$ cat src/rtl/morse_char_decoder.sv
// rtl/morse_char_decoder.sv - Morse dot/dash pattern to ASCII decoder with output FIFO
module morse_char_decoder #(
    parameter int          FIFO_DEPTH      = 8,
    parameter bit          REPLACE_INVALID = 1'b1,
    parameter logic [7:0]  SPACE_CHAR      = 8'h20,
    localparam int MORSE_CHAR_WIDTH_MAX_C = 5,
    localparam int MORSE_SIZE_WIDTH_MAX_C = 3,
    localparam int AW                     = $clog2(FIFO_DEPTH),
    localparam int LW                     = AW + 1
) (
    input  logic                              clk,
    input  logic                              resetn,
    input  logic                              s_tvalid_i,
    input  logic [MORSE_CHAR_WIDTH_MAX_C-1:0] s_tdata_i,
    input  logic [MORSE_SIZE_WIDTH_MAX_C-1:0] s_tsize_i,
    output logic                              m_tvalid_o,
    output logic [7:0]                        m_tdata_o,
    input  logic                              m_tready_i,
    output logic                              invalid_o,
    output logic                              overflow_o,
    output logic [7:0]                        drop_cnt_o,
    output logic [LW-1:0]                     level_o
);

    localparam logic [7:0] INVALID_CHAR = 8'h3F;

    // Returns {bad, byte}; the pattern's first symbol sits at bit size-1, dash = 1.
    function automatic logic [8:0] morse_lookup(
        input logic [MORSE_SIZE_WIDTH_MAX_C-1:0] size,
        input logic [MORSE_CHAR_WIDTH_MAX_C-1:0] pat
    );
        logic [7:0] ch;
        logic       bad;
        ch  = 8'h00;
        bad = 1'b0;
        case (size)
            3'd0: ch = SPACE_CHAR;
            3'd1: ch = pat[0] ? 8'h54 : 8'h45;
            3'd2: begin
                case (pat[1:0])
                    2'b00:   ch = 8'h49;
                    2'b01:   ch = 8'h41;
                    2'b10:   ch = 8'h4E;
                    default: ch = 8'h4D;
                endcase
            end
            3'd3: begin
                case (pat[2:0])
                    3'b000:  ch = 8'h53;
                    3'b001:  ch = 8'h55;
                    3'b010:  ch = 8'h52;
                    3'b011:  ch = 8'h57;
                    3'b100:  ch = 8'h44;
                    3'b101:  ch = 8'h4B;
                    3'b110:  ch = 8'h47;
                    default: ch = 8'h4F;
                endcase
            end
            3'd4: begin
                case (pat[3:0])
                    4'b0000: ch = 8'h48;
                    4'b0001: ch = 8'h56;
                    4'b0010: ch = 8'h46;
                    4'b0100: ch = 8'h4C;
                    4'b0110: ch = 8'h50;
                    4'b0111: ch = 8'h4A;
                    4'b1000: ch = 8'h42;
                    4'b1001: ch = 8'h58;
                    4'b1010: ch = 8'h43;
                    4'b1011: ch = 8'h59;
                    4'b1100: ch = 8'h5A;
                    4'b1101: ch = 8'h51;
                    default: bad = 1'b1;
                endcase
            end
            3'd5: begin
                case (pat)
                    5'b11111: ch = 8'h30;
                    5'b01111: ch = 8'h31;
                    5'b00111: ch = 8'h32;
                    5'b00011: ch = 8'h33;
                    5'b00001: ch = 8'h34;
                    5'b00000: ch = 8'h35;
                    5'b10000: ch = 8'h36;
                    5'b11000: ch = 8'h37;
                    5'b11100: ch = 8'h38;
                    5'b11110: ch = 8'h39;
                    default:  bad = 1'b1;
                endcase
            end
            default: bad = 1'b1;
        endcase
        return {bad, bad ? INVALID_CHAR : ch};
    endfunction

    logic       s1_valid;
    logic       s1_bad;
    logic [7:0] s1_byte;
    logic [8:0] lookup;

    always_comb begin
        lookup = morse_lookup(s_tsize_i, s_tdata_i);
    end

    // Stage 1 never stalls: each beat simply overwrites the previous result.
    always_ff @(posedge clk or negedge resetn) begin
        if (!resetn) begin
            s1_valid <= 1'b0;
            s1_bad   <= 1'b0;
            s1_byte  <= 8'h00;
        end else begin
            s1_valid <= s_tvalid_i;
            if (s_tvalid_i) begin
                s1_bad  <= lookup[8];
                s1_byte <= lookup[7:0];
            end
        end
    end

    logic [7:0]    mem [FIFO_DEPTH];
    logic [AW-1:0] wr_ptr;
    logic [AW-1:0] rd_ptr;
    logic [LW-1:0] level;
    logic          full;
    logic          push;
    logic          pop;
    logic          do_push;
    logic          drop;

    always_comb begin
        full    = (level == LW'(FIFO_DEPTH));
        push    = s1_valid && (!s1_bad || REPLACE_INVALID);
        pop     = m_tvalid_o && m_tready_i;
        do_push = push && (!full || pop);
        drop    = push && full && !pop;
    end

    always_ff @(posedge clk) begin
        if (do_push) begin
            mem[wr_ptr] <= s1_byte;
        end
    end

    // Occupancy is tracked explicitly so full and empty never alias on pointer equality.
    always_ff @(posedge clk or negedge resetn) begin
        if (!resetn) begin
            wr_ptr     <= '0;
            rd_ptr     <= '0;
            level      <= '0;
            overflow_o <= 1'b0;
            drop_cnt_o <= 8'h00;
            invalid_o  <= 1'b0;
        end else begin
            invalid_o <= s_tvalid_i && lookup[8];
            if (do_push) begin
                wr_ptr <= wr_ptr + 1'b1;
            end
            if (pop) begin
                rd_ptr <= rd_ptr + 1'b1;
            end
            case ({do_push, pop})
                2'b10:   level <= level + 1'b1;
                2'b01:   level <= level - 1'b1;
                default: level <= level;
            endcase
            if (drop) begin
                overflow_o <= 1'b1;
                if (drop_cnt_o != 8'hFF) begin
                    drop_cnt_o <= drop_cnt_o + 8'd1;
                end
            end
        end
    end

    always_comb begin
        m_tvalid_o = (level != '0);
        m_tdata_o  = m_tvalid_o ? mem[rd_ptr] : 8'h00;
        level_o    = level;
    end

endmodule

$ cat config.mk
export PLATFORM = sky130hd
export DESIGN_NAME = morse_char_decoder
export DESIGN_NICKNAME = d
export VERILOG_FILES = /design/src/rtl/morse_char_decoder.sv
export SDC_FILE = /design/constraint.sdc
export NUM_CORES = 1
export LEC_CHECK = 0
export CORE_MARGIN = 4
export CORE_UTILIZATION = 57
export DETAILED_ROUTE_END_ITERATION = 6
export PLACE_DENSITY = 0.88
export SYNTH_ARGS = -nofsm -noshare
export SYNTH_HDL_FRONTEND = slang
export SYNTH_SLANG_ARGS = --single-unit
$ cat constraint.sdc
create_clock -name clk -period 3.12 [get_ports clk]
set_clock_uncertainty 0.2 [all_clocks]
set_input_delay 0.468 -clock clk [delete_from_list [all_inputs] [get_ports clk]]
set_output_delay 0.468 -clock clk [all_outputs]
set_load 0.01 [all_outputs]
==> results of run 1 <==
power breakdown:
part	leakage (uW)	internal (uW)	switching [uW]	total, uW
Clock	0.0000939	374	396	770
Combinational	0.000776	694	555	1250
Sequential	0.000849	1410	229	1640
cell usage in the layout (no fill, tap or decap), drive strengths merged, types with 3 or more instances in the layout:
| cell type | count |
|---|---|
| buf | 16 |
| xnor2 | 14 |
| inv | 14 |
| nor2b | 3 |
| xor2 | 3 |
| nand4 | 3 |
| o21ai | 10 |
| mux2i | 7 |
| nor2 | 26 |
| nor3 | 5 |
| o221ai | 3 |
| nand2b | 7 |
| nand2 | 21 |
| a31oi | 5 |
| ha | 6 |
| clkdlybuf4s50 | 33 |
| nand3 | 3 |
| and2b | 3 |
| clkbuf | 9 |
| a21oi | 8 |
| mux4 | 14 |
| dfrtp | 28 |
| and3 | 5 |
| edfxtp | 56 |
stage by stage:
stage	std cells	hold slack [ps]	utilization, %	total power, uW
floorplan	290	-27.6	-	2380
detailed placement	401	255	67.4	2920
global placement	401	248	67.4	2840
global route	417	313	70.4	3870
finish	417	295	70.4	3660
CTS	417	294	70.4	3690
worst reg2reg max path, delay by kind of cell, from the launching register on:
kind,cells,cell delay (ps)
compound gates,2,400
flops,1,470
simple gates,3,550
fa+ha+maj,2,500
xor+xnor,2,290
buf+inv,2,210
sequential cells by signal, summed over array words and instances, names as in the netlist, 3 cells and up:
name and count:
wr_ptr 3, s1_byte 7, mem 56, level_o 4, rd_ptr 3, drop_cnt_o 8
area by class of cell:
type / count / area (um^2) / area share (%)
Sequential cell: 84 / 2380 / 51.8
Multi-Input combinational cell: 179 / 1430 / 31.0
Timing Repair Buffer: 49 / 450 / 9.79
Clock buffer: 9 / 124 / 2.69
Tap cell: 77 / 96.3 / 2.09
Clock inverter: 7 / 75.1 / 1.63
Inverter: 12 / 45.0 / 0.979
how the worst max path moves through the flow:
stage,startpoint,to,slack (ps),depth (start not counted)
floorplan,level_o[3],level_o[3],440,11
global placement,m_tready_i,level_o[3],300,11
detailed placement,m_tready_i,level_o[3],160,11
CTS,rd_ptr[0],m_tdata_o[2],130,5
global route,rd_ptr[0],m_tdata_o[2],40,5
finish,rd_ptr[1],m_tdata_o[2],160,4
cell families (layout without fill, tap and decap cells):
| kind of cell | Yosys count | in the layout | share of synthesized area, % |
|---|---|---|---|
| DFF | 84 | 84 | 60.6 |
| and+or+nand+nor | 85 | 85 | 11.0 |
| muxes | 23 | 23 | 10.4 |
| adders and majority gates | 7 | 7 | 2.42 |
| buffers and inverters | 27 | 77 | 3.03 |
| xor gates and xnor gates | 17 | 17 | 3.79 |
| other | 1 | 1 | 0.0954 |
| AOI/OAI and AO/OA | 46 | 46 | 8.69 |
metal layers:
| layer | global-route usage, % | wire length [um] | vias up |
|---|---|---|---|
| li1 | - | - | 1165 |
| met1 | 27.0 | 3330 | 1247 |
| met2 | 33.5 | 4020 | 56 |
| met3 | 2.48 | 241 | 6 |
| met4 | 6.78 | 78 | 0 |
| met5 | 0 | 0 | - |
synth_stat cells, drive strengths merged, types with 6 or more instances:
| cell type | number | area [um^2] |
|---|---|---|
| mux4 | 14 | 315 |
| nand2b | 7 | 43.8 |
| buf | 9 | 51.3 |
| dfrtp | 28 | 701 |
| ha | 6 | 75.1 |
| inv | 12 | 45.1 |
| nor2 | 26 | 97.6 |
| nand2 | 21 | 78.8 |
| o21ai | 10 | 50.0 |
| xnor2 | 14 | 123 |
| edfxtp | 56 | 1680 |
| clkbuf | 6 | 22.5 |
| mux2i | 7 | 70.1 |
| a21oi | 8 | 40.0 |
==> flow_summary_export.csv, run 1 <==
group,metric,value,unit
sta,finalCritPeriodShare,95.0,%
setup_path,worst_ep_arrival_time,2300,ps
clock_network,root_buffer,"clkbuf_8",
drt,via_count,2474,
floorplan,ios,35,
sta,tightest_slew,682,ps
sta,max_slew_margin,54.6,%
status,status,"complete, no violations",
setup_path,reg2regPathDepth,11,
sta,worst_slack,157,ps
setup_path,worstSetupEndpointType,"output pin",
synthesis,avgSynthCellArea,13.5,um^2
global_route,grt_max_degree,29,
floorplan,row_count,29,
drt,wl_per_cell,18.4,um
placed_design,place_ws,164,ps
sta,min_period,2960,ps
clock_network,cts-hold-fix-buffers,0,
synthesis,yosys_warnings,0,
synthesis,ys_ff_latch,84,
placed_design,hpwl,5290,um
setup_path,cp_slowest_cell,"dfrtp_1",
final_layout,finalInstanceArea,4600,um^2
clock_network,cts_buffers,9,
pwr,p_per_area,796,nW/um^2
clock_network,post_cts_resized,0,
clock_network,clk_pin_slew,90,ps
floorplan,dieWidth,91.0,um
global_route,first_global_vias,2511,
final_layout,drive_gt1_share,15.9,%
drt,ant_nets,0,
setup_path,cp-start-kind,"flop",
drt,via_per_inst,5.93,
floorplan,die_area,8280,um^2
sta,hold_violations,0,
final_layout,nets,354,
setup_path,r2r_end,"level_o[3]",
synthesis,netlist_instances,290,
clock_network,post-cts-setup-buffers,0,
clock_network,clockBufferDepth,2,
sta,rsz0062_at_grt,"no",
floorplan,coreArea,6530,um^2
synthesis,syn-cell-area,3930,um^2
setup_path,critPathTopFamily,"flip-flops",
setup_path,r2r-start,"level_o[3]",
setup_path,cp.required,2450,ps
floorplan,initial_core_util,60.2,%
clock_network,worstSkewPairLatency,350,ps
setup_path,critPathMaxFanout,16,
setup_path,timing.critical_path.buf_inv,1,
final_layout,syn_to_final_growth,17.1,%
pwr,power_leakage,0.00172,uW
setup_path,max_stage_delay,790,ps
clock_network,cts_max_level,3,
sta,slew_viol_final,0,
synthesis,post_synth_num_cell_types,54,
pwr,peakVddDrop,338,uV
sta,setup_viol_count_final,0,
synthesis,synthArstFlopShare,33.3,%
hold_path,hold_path_class,"input pin to async pin",
run,cap_violations,0,
synthesis,ys.flop_type,"edfxtp_1",
setup_path,r2r_slack,390,ps
drt,first_pass_iters,4,
synthesis,synth_enable_flop_cells,56,
synthesis,syn-num-nets,309,
clock_network,cts.sinks,84,
clock_network,cts_tree,"yes",
setup_path,crit_chain,"mux4_2 > mux2i_1 > nor2_1 > clkdlybuf4s50_1",
setup_path,worstSetupPathType,"flop to output pin",
floorplan,die_y,91.0,um
drt,drtIter0Drc,185,
final_layout,nFillCells,442,
sta,fin_tns_setup,0,ps
global_route,grt_pass1_wl,12900,um
placed_design,numPortBuffers,33,
global_route,globalRouteTotalUtil,19.9,%
global_route,grt_overflow,0,
placed_design,postPlaceCellArea,4400,um^2
global_route,antenna_found_initial,0,
placed_design,place.gp.congestion,0.935,
drt,drc_errors,0,
final_layout,antenna_cells,0,
synthesis,yosysSeqAreaShare,60.6,%
drt,wirelength,7680,um
sta,clock.fmax,0.337,GHz
Note: power is estimated with default switching activity, not from simulation.
==> inputs of run 2 (changes only) <==
--- a/config.mk
+++ b/config.mk
@@ -6,9 +6,10 @@
 export NUM_CORES = 1
 export LEC_CHECK = 0
 export CORE_MARGIN = 4
-export CORE_UTILIZATION = 57
+export CORE_UTILIZATION = 35
+export CTS_CLUSTER_DIAMETER = 80
 export DETAILED_ROUTE_END_ITERATION = 6
-export PLACE_DENSITY = 0.88
+export PLACE_DENSITY = 0.62
 export SYNTH_ARGS = -nofsm -noshare
 export SYNTH_HDL_FRONTEND = slang
 export SYNTH_SLANG_ARGS = --single-unit
==> run 2 against run 1 <==
  * Non-clock buffer count shrank 1
  * Flip-flop and latch count unchanged
  * Total power rose by 4.0%
  * Worst setup slack gained 9.3 ps
  * Combinational power hardly changed
  * Largest power group unchanged
  * First-iteration DRC count is 1.1% lower
  * Clock-buffer cell count is 2 higher
==> flow_summary_export.csv, run 2 (synthesis results as in run 1) <==
group,metric,value,unit
status,status,"complete, no violations",
global_route,antenna_found_initial,0,
placed_design,numPortBuffers,33,
setup_path,r2r_end,"level_o[3]",
setup_path,worstSetupEndpointType,"output pin",
drt,via_count,2407,
sta,setup_viol_count_final,0,
setup_path,worst_ep_arrival_time,2290,ps
setup_path,r2r_slack,540,ps
sta,slew_viol_final,0,
pwr,peakVddDrop,402,uV
drt,drc_errors,0,
clock_network,cts-hold-fix-buffers,0,
final_layout,final_cell_count_no_fill,479,
floorplan,die_area,13000,um^2
global_route,first_global_vias,2457,
sta,rsz0062_at_grt,"no",
floorplan,die_y,114,um
clock_network,cts_buffers,9,
clock_network,clk_pin_slew,60,ps
clock_network,post-cts-setup-buffers,0,
sta,tightest_slew,699,ps
final_layout,largest_register,"mem",
floorplan,ios,35,
sta,max_slew_margin,53.4,%
setup_path,cp-start-kind,"flop",
final_layout,mostFrequentLayoutCell,"edfxtp_1",
placed_design,place.gp.congestion,0.847,
hold_path,min_to,"overflow_o",
setup_path,cp.required,2450,ps
drt,wl_per_cell,16.0,um
global_route,globalRouteTotalUtil,12.8,%
hold_path,worstHoldStart,"overflow_o",
run,cap_violations,0,
clock_network,worstSkewPairLatency,340,ps
final_layout,post-route-util,43.3,%
hold_path,holdPathStages,1,
sta,min_period,2950,ps
drt,ant_nets,0,
pwr,total_power,3810,uW
floorplan,dieWidth,114,um
final_layout,drive_gt1_share,15.3,%
clock_network,root_buffer,"clkbuf_16",
hold_path,hold_path_class,"flop to flop",
final_layout,layout_common_cells,"edfxtp_1 (56), clkdlybuf4s50_1 (33), dfrtp_1 (28)",
setup_path,r2r-start,"level_o[0]",
final_layout,top_regs,"mem x56, drop_cnt_o x8, s1_byte x7",
final_layout,largest_reg_flops,56,
floorplan,row_count,38,
final_layout,nFillCells,1005,
setup_path,worstSetupPathType,"flop to output pin",
clock_network,clockBufferDepth,2,
sta,fin_tns_setup,0,ps
sta,worst_slack,166,ps
floorplan,initial_core_util,35.9,%
final_layout,syn_to_final_growth,20.6,%
sta,clock.fmax,0.339,GHz
clock_network,cts.sinks,84,
pwr,power_leakage,0.00175,uW
global_route,grt_max_degree,29,
placed_design,hpwl,5320,um
clock_network,post_cts_resized,0,
final_layout,nets,353,
sta,hold_violations,0,
drt,drtIter0Drc,183,
drt,wirelength,7650,um
clock_network,cts_max_level,3,
setup_path,reg2regPathDepth,11,
global_route,grt_overflow,0,
final_layout,antenna_cells,0,
pwr,p_per_area,804,nW/um^2
setup_path,critPathMaxFanout,16,
drt,via_per_inst,5.03,
floorplan,coreArea,10900,um^2
global_route,grt_pass1_wl,12800,um
sta,finalCritPeriodShare,94.7,%
clock_network,cts_tree,"yes",
drt,first_pass_iters,6,
placed_design,place_ws,238,ps
placed_design,placedCellCount,463,
==> run 2: how the worst max path moves through the flow <==
stage	startpoint	end	slack (ps)	cells after the start
2_1_floorplan	level_o[3]	level_o[3]	440	11
3_3_place_gp	m_tready_i	level_o[3]	290	11
3_5_place_dp	m_tready_i	level_o[3]	240	11
4_1_cts	rd_ptr[1]	m_tdata_o[2]	130	4
5_1_grt	rd_ptr[1]	m_tdata_o[4]	60	4
6_report	rd_ptr[1]	m_tdata_o[4]	170	4
==> run 2: critical path, stage by stage (launching register included) <==
cell	delay [ps]
dfrtp_1	790
mux4_2	400
mux2i_1	210
nor2_1	60
clkdlybuf4s50_1	480
==> run 2: report_power, final <==
part           internal, uW  switching [uW]  total [uW]
Sequential             1410             224        1640
Clock                   536             415         951
Combinational           689             528        1220
==> run 2: routing by layer <==
metal | wire length [um] | GRT usage (%)
met1 | 3460 | 17.3
met2 | 3770 | 20.4
met3 | 272 | 2.18
met4 | 145 | 5.70
met5 | 0 | 0
==> run 2: area by class of cell <==
type | count | area, um^2 | share of cell area [%]
multi-input combinational | 179 | 1430 | 30.1
timing repair buffer | 48 | 443 | 9.35
clock inverter | 5 | 31.3 | 0.660
sequential | 84 | 2380 | 50.3
clock buffer | 11 | 233 | 4.91
tap | 140 | 175 | 3.70
inverter | 12 | 45.0 | 0.951
==> run 2: per-stage QoR <==
step / cell area, um^2 / hold slack [ps]
detailed placement: 4470 / 256
global route: 4740 / 309
CTS: 4740 / 275
floorplan: 3930 / -27.6
finish: 4740 / 278
global placement: 4470 / 255
==> inputs of run 3 (changes only) <==
--- a/config.mk
+++ b/config.mk
@@ -10,6 +10,7 @@
 export CTS_CLUSTER_DIAMETER = 80
 export DETAILED_ROUTE_END_ITERATION = 6
 export PLACE_DENSITY = 0.62
+export SKIP_LAST_GASP = 1
 export SYNTH_ARGS = -nofsm -noshare
 export SYNTH_HDL_FRONTEND = slang
 export SYNTH_SLANG_ARGS = --single-unit
==> results of run 3 <==
No change in the layout: final DEF, timing and power equal those of run 2.
